<file path="src/rtl/wb_exc_commit.sv">
// Writeback-stage exception/ERTN commit unit feeding the CSR file and the pre-IF redirect path.
// Optional performance counters (exc_cnt, ertn_cnt) are built when EXC_PERF_CNT_EN is defined.
module wb_exc_commit #(
    parameter int EXC_W = 7
) (
    input  logic             clk,
    input  logic             resetn,
    input  logic             ms_valid,
    output logic             ws_allowin,
    input  logic [31:0]      ms_pc,
    input  logic [31:0]      ms_vaddr,
    input  logic [EXC_W-1:0] ms_exc,
    input  logic             ms_csr_we,
    input  logic [13:0]      ms_csr_num,
    input  logic [31:0]      ms_csr_wmask,
    input  logic [31:0]      ms_csr_wvalue,
    input  logic             has_int,
    input  logic [31:0]      ex_entry,
    input  logic [31:0]      ertn_entry,
    output logic             csr_we,
    output logic [13:0]      csr_num,
    output logic [31:0]      csr_wmask,
    output logic [31:0]      csr_wvalue,
    output logic             wb_ex,
    output logic [5:0]       wb_ecode,
    output logic [8:0]       wb_esubcode,
    output logic [31:0]      wb_pc,
    output logic [31:0]      wb_vaddr,
    output logic             ertn_flush,
    output logic             pipe_flush,
    output logic             redir_valid,
    output logic [31:0]      redir_pc,
    input  logic             redir_ready
`ifdef EXC_PERF_CNT_EN
    ,
    output logic [31:0]      exc_cnt,
    output logic [31:0]      ertn_cnt
`endif
);

    localparam int EXC_INT  = 0;
    localparam int EXC_ADEF = 1;
    localparam int EXC_INE  = 2;
    localparam int EXC_SYS  = 3;
    localparam int EXC_BRK  = 4;
    localparam int EXC_ALE  = 5;
    localparam int EXC_ERTN = 6;

    localparam logic [5:0] ECODE_INT  = 6'h00;
    localparam logic [5:0] ECODE_ADEF = 6'h08;
    localparam logic [5:0] ECODE_INE  = 6'h0D;
    localparam logic [5:0] ECODE_SYS  = 6'h0B;
    localparam logic [5:0] ECODE_BRK  = 6'h0C;
    localparam logic [5:0] ECODE_ALE  = 6'h09;

    localparam logic WS_READY_GO = 1'b1;

    typedef enum logic {
        IDLE  = 1'b0,
        REDIR = 1'b1
    } state_e;

    state_e             state_q, state_d;
    logic               ws_valid_q, ws_valid_d;
    logic [31:0]        redir_pc_q, redir_pc_d;
    logic               load;

    logic [31:0]        pc_q;
    logic [31:0]        vaddr_q;
    logic [EXC_W-1:0]   exc_q;
    logic               csr_we_q;
    logic [13:0]        csr_num_q;
    logic [31:0]        csr_wmask_q;
    logic [31:0]        csr_wvalue_q;

    logic               exc_any;
    logic               retiring;
    logic [5:0]         ecode_c;

    assign exc_any  = |exc_q[EXC_ALE:EXC_INT];
    assign retiring = ws_valid_q && (state_q == IDLE);

    // Bit order of the cause vector is also the priority order.
    always_comb begin
        ecode_c = ECODE_INT;
        if (exc_q[EXC_INT])       ecode_c = ECODE_INT;
        else if (exc_q[EXC_ADEF]) ecode_c = ECODE_ADEF;
        else if (exc_q[EXC_INE])  ecode_c = ECODE_INE;
        else if (exc_q[EXC_SYS])  ecode_c = ECODE_SYS;
        else if (exc_q[EXC_BRK])  ecode_c = ECODE_BRK;
        else if (exc_q[EXC_ALE])  ecode_c = ECODE_ALE;
    end

    assign wb_ex       = retiring && exc_any;
    assign ertn_flush  = retiring && exc_q[EXC_ERTN] && !exc_any;
    assign wb_ecode    = wb_ex ? ecode_c : 6'd0;
    assign wb_esubcode = 9'd0;
    assign wb_pc       = wb_ex ? pc_q : 32'd0;
    assign wb_vaddr    = wb_ex ? (exc_q[EXC_ADEF] ? pc_q : vaddr_q) : 32'd0;

    assign csr_we      = retiring && csr_we_q && !wb_ex;
    assign csr_num     = csr_num_q;
    assign csr_wmask   = csr_wmask_q;
    assign csr_wvalue  = csr_wvalue_q;
    assign redir_pc    = redir_pc_q;

    // A commit flushes everything upstream, so an instruction offered that cycle is dropped.
    always_comb begin
        state_d     = state_q;
        ws_valid_d  = ws_valid_q;
        redir_pc_d  = redir_pc_q;
        load        = 1'b0;
        ws_allowin  = 1'b0;
        redir_valid = 1'b0;
        pipe_flush  = 1'b0;
        case (state_q)
            IDLE: begin
                ws_allowin = !ws_valid_q || WS_READY_GO;
                if (wb_ex || ertn_flush) begin
                    pipe_flush = 1'b1;
                    redir_pc_d = wb_ex ? ex_entry : ertn_entry;
                    ws_valid_d = 1'b0;
                    state_d    = REDIR;
                end else if (ws_allowin) begin
                    ws_valid_d = ms_valid;
                    load       = ms_valid;
                end
            end
            REDIR: begin
                redir_valid = 1'b1;
                pipe_flush  = 1'b1;
                if (redir_ready) begin
                    state_d = IDLE;
                end
            end
            default: begin
                state_d = IDLE;
            end
        endcase
    end

    always_ff @(posedge clk) begin
        if (!resetn) begin
            state_q      <= IDLE;
            ws_valid_q   <= 1'b0;
            redir_pc_q   <= 32'd0;
            pc_q         <= 32'd0;
            vaddr_q      <= 32'd0;
            exc_q        <= '0;
            csr_we_q     <= 1'b0;
            csr_num_q    <= 14'd0;
            csr_wmask_q  <= 32'd0;
            csr_wvalue_q <= 32'd0;
        end else begin
            state_q    <= state_d;
            ws_valid_q <= ws_valid_d;
            redir_pc_q <= redir_pc_d;
            if (load) begin
                pc_q         <= ms_pc;
                vaddr_q      <= ms_vaddr;
                exc_q        <= ms_exc | {{(EXC_W-1){1'b0}}, has_int};
                csr_we_q     <= ms_csr_we;
                csr_num_q    <= ms_csr_num;
                csr_wmask_q  <= ms_csr_wmask;
                csr_wvalue_q <= ms_csr_wvalue;
            end
        end
    end

`ifdef EXC_PERF_CNT_EN
    logic [31:0] exc_cnt_q;
    logic [31:0] ertn_cnt_q;

    always_ff @(posedge clk) begin
        if (!resetn) begin
            exc_cnt_q  <= 32'd0;
            ertn_cnt_q <= 32'd0;
        end else begin
            if (wb_ex)      exc_cnt_q  <= exc_cnt_q + 32'd1;
            if (ertn_flush) ertn_cnt_q <= ertn_cnt_q + 32'd1;
        end
    end

    assign exc_cnt  = exc_cnt_q;
    assign ertn_cnt = ertn_cnt_q;
`endif

endmodule

</file>
<file path="config.mk">
export PLATFORM = sky130hd
export DESIGN_NAME = wb_exc_commit
export DESIGN_NICKNAME = d
export VERILOG_FILES = /design/src/rtl/wb_exc_commit.sv
export SDC_FILE = /design/constraint.sdc
export NUM_CORES = 1
export LEC_CHECK = 0
export BUFFER_PORTS_ARGS = -buffer_cell sky130_fd_sc_hd__buf_2
export CORE_AREA = 2 2 162 164
export DETAILED_ROUTE_END_ITERATION = 10
export DIE_AREA = 0 0 164 166
export PLACE_DENSITY_LB_ADDON = 0.3
export SLEW_MARGIN = 10
export SYNTH_ARGS = -nofsm -noshare
export SYNTH_HDL_FRONTEND = slang
export SYNTH_SLANG_ARGS = --single-unit
</file>
<file path="constraint.sdc">
create_clock -name clk -period 4.99 [get_ports clk]
set_input_delay 0.998 -clock clk [delete_from_list [all_inputs] [get_ports clk]]
set_output_delay 0.998 -clock clk [all_outputs]
set_load 0.02 [all_outputs]
</file>
==> flow_metrics.py <==
metrics = {
    "yosys": {
        "synth.lib_cells_used.distinct": 33,
        "combinational_family_with_the_most_area_after_synthesis": "simple AND/OR/NAND/NOR gates",
        "synth_mux_area_share_pct": 21.5,
        "post_synth_and_or_nand_nor_area_fraction_pct": 23.4,
        "synth-main-ff-cell": "dfxtp_1",
        "area_share_of_the_largest_cell_type_after_synthesis_pct": 43.6,
        "syn-cell-area_um2": 8440,
        "yosys.area_share.xor_xnor_pct": 0,
        "synth_compound_area_share_pct": 4.82,
        "synthDominantAreaCellType": "dfxtp_1",
        "yosysMostFrequentCell": "nand2_1",
        "synth-edff-count": 0,
        "seq_area_frac_synth_pct": 43.6,
        "ys.warnings.count": 0,
        "synthesis.area_per_instance_um2": 8.61,
        "async_flop_share_pct": 0,
        "synthAdderAreaFrac_pct": 0,
        "yosys-top-cells-area": "dfxtp_1 44%, mux2i_1 21%, nand2_1 15%",
        "syn-instance-count": 980,
        "number_of_synthesized_register_bits": 184,
        "ys_top_cells_by_count": "331 x nand2_1, 184 x dfxtp_1, 181 x mux2i_1",
    },
    "setup_path": {
        "crit_fanout": 51,
        "arrival_ns": 2.96,
        "critical_path.startpoint_type": "register",
        "cp_data_required_time_ns": 3.99,
        "critical_path.endpoint_type": "output pin",
        "timing.setup.critical_path_class": "register to output pin",
        "ff2ff_setup_slack_ns": 2.35,
    },
    "placed_design": {
        "dpl-instance-area_um2": 10500,
        "port_buffers": 402,
        "dp.final_hpwl_um": 16800,
        "placer_s_final_routability_congestion_estimate": 0.779,
    },
    "clock_tree": {
        "h-tree-depth": 4,
        "cts_hold_repair.buffers": 0,
        "clk_latency_ns": 0.43,
        "tritoncts_buffers": 17,
        "tritoncts_num_sinks": 184,
        "clkSlewWorstSetupHoldPaths_ns": 0.07,
        "post_cts_buffers": 0,
        "cells_resized_by_post_cts_repair": 0,
        "clock_tree_from_tritoncts": "done",
        "root_buffer_master": "clkbuf_16",
        "clock_tree.buffer_depth": 2,
    },
    "power": {
        "power_per_cell_area_nw_per_um2": 347,
        "power.share.clock_pct": 34.5,
        "power_report.internal_total_mw": 2.62,
        "vdd_ir_drop_max_v": 0.000156,
        "switching_share_of_power_pct": 31.7,
        "p_seq_share_pct": 44.0,
        "p_leak_nw": 5.78,
        "power_switching_mw": 1.22,
        "combinationalPowerShare_pct": 21.5,
    },
    "floorplanning": {
        "initial_core_util_pct": 32.9,
        "row_count": 59,
        "die_area_um2": 27200,
        "floorplan.core_area_um2": 25600,
        "horiz_die_dim_um": 164,
        "floorplan.io_pins": 414,
        "die_h_um": 166,
    },
    "status": {
        "status": "completed",
    },
    "sta": {
        "rsz_0062_raised_after_global_routing": "false",
        "final.setup_skew_ns": 0.0135,
        "min_cycle_time_layout_ns": 3.96,
        "pin_slew_with_the_least_headroom_to_its_limit_ns": 0.940,
        "max_clock_freq_ghz": 0.252,
        "final.setup.tns_ns": 0,
        "timing.slew.headroom_pct": 37.3,
        "hold_viol": 0,
        "slew_violations": 0,
        "worst_hold_slack_ns": 0.451,
        "report.final.setup_viol": 0,
        "post-route-period-util_pct": 79.4,
    },
    "final_layout": {
        "area_growth_pct": 31.4,
        "filler_cell_count": 2611,
        "multi_input_comb_area_um2": 4240,
        "seqCellArea_um2": 3680,
        "nets": 1546,
        "final_core_utilization_pct": 43.3,
        "drive_gt1_share_pct": 33.5,
        "stdcell_area_um2": 11100,
    },
    "grt": {
        "first_global_vias": 7497,
        "first_pass_grt_wire_length_um": 37700,
        "number_of_antenna_violations_at_the_first_check_in_global_routing": 6,
        "grt_util_all_layers_pct": 17.1,
        "grt_start_max_net_pins": 166,
        "global_route.overflow_total": 0,
    },
    "detailed_routing": {
        "first_pass_iters": 4,
        "totalWireLength_um": 23900,
        "route.detailed.vias_per_inst": 4.54,
        "number_of_drc_markers_in_iteration_0": 400,
        "drcViolationCount": 0,
        "drt.antenna.violating_nets": 0,
        "wl_per_cell_um": 14.2,
        "route.vias.total": 7636,
    },
    "worst_hold_path": {
        "hold_path_class": "register to register",
    },
    "flow_run": {
        "max_cap_viols": 0,
    },
}
[cell type report]
cell class,instances,area share [%]
repair buffers,412,19.4
flip-flops and latches,184,33.2
clock buffers,19,3.99
multi-input cells,707,38.2
diodes,6,0.135
well taps,335,3.78
clock inverters,13,1.11
inverters,5,0.169
[metal layers]
metal	wire length (µm)	track usage, %
met4	572	6.18
met3	1950	5.99
met5	13	0
met2	10900	28.1
met1	10400	20.6
[cells by family after synthesis]
family,count (synthesis)
DFF,184
other,1
and+or+nand+nor,474
buffers and inverters,99
AOI/OAI and AO/OA,41
muxes,181
[worst max-delay path, stage by stage, from the launching register on]
cell and delay [ns]:
dfxtp_1 0.35, or4_1 0.68, o31ai_4 0.21, buf_4 0.49, inv_2 0.35, and2_1 0.28
buf_2 0.15
[through the flow]
stage               worst slack (ns)  std cells  power, mW
floorplan                       2.16        990       2.30
CTS                            0.984       1675       3.91
global placement                1.54       1643       2.55
global route                   0.809       1679       4.06
detailed placement              1.46       1643       2.56
finish                          1.03       1681       3.84
[final timing paths]
path	cells past startpoint	from	endpoint
worst min-delay path	2	csr_wmask[26]$_SDFFE_PN0P_	csr_wmask[26]$_SDFFE_PN0P_
worst max register to register	6	exc_q[2]$_SDFFE_PN0P_	redir_pc[9]$_SDFFE_PN0P_
worst max-delay path	6	exc_q[2]$_SDFFE_PN0P_	wb_pc[5]
worst min register to register	2	csr_wmask[26]$_SDFFE_PN0P_	csr_wmask[26]$_SDFFE_PN0P_
[state kept, by name, summed over array words and instances (netlist names)]
signal,flops
csr_wvalue,32
vaddr_q,32
csr_num,14
exc_q,7
redir_pc,32
csr_we_q,1
csr_wmask,32
state_q,1
ws_valid_q,1
pc_q,32
[cells in the final DEF, fill, tap and decap left out, types with 2 or more instances in the layout]
master     synthesis  layout
buf_2              9     401
nand2_1          331     331
dfxtp_1          184     183
mux2i_1          181     181
nand3_1           64      64
nor2_1            35      35
and2_1            33      33
o211a_1           32      32
clkbuf_16          0      17
conb_1             1      11
diode_2            0       6
buf_4             17       6
inv_6              0       5
inv_8              0       5
inv_1              4       4
buf_12             0       4
or4_1              2       2
nor4_1             2       2
o41ai_1            2       2
clkinv_4           0       2
[power by group through the flow]
stage | logic, mW | registers, mW | clock network, mW
CTS | 0.839 | 1.69 | 1.38
global placement | 0.829 | 1.72 | 0
floorplan | 0.488 | 1.81 | 0
finish | 0.828 | 1.69 | 1.33
detailed placement | 0.838 | 1.72 | 0
global route | 0.904 | 1.71 | 1.44
Power figures use the tool's default switching activity.
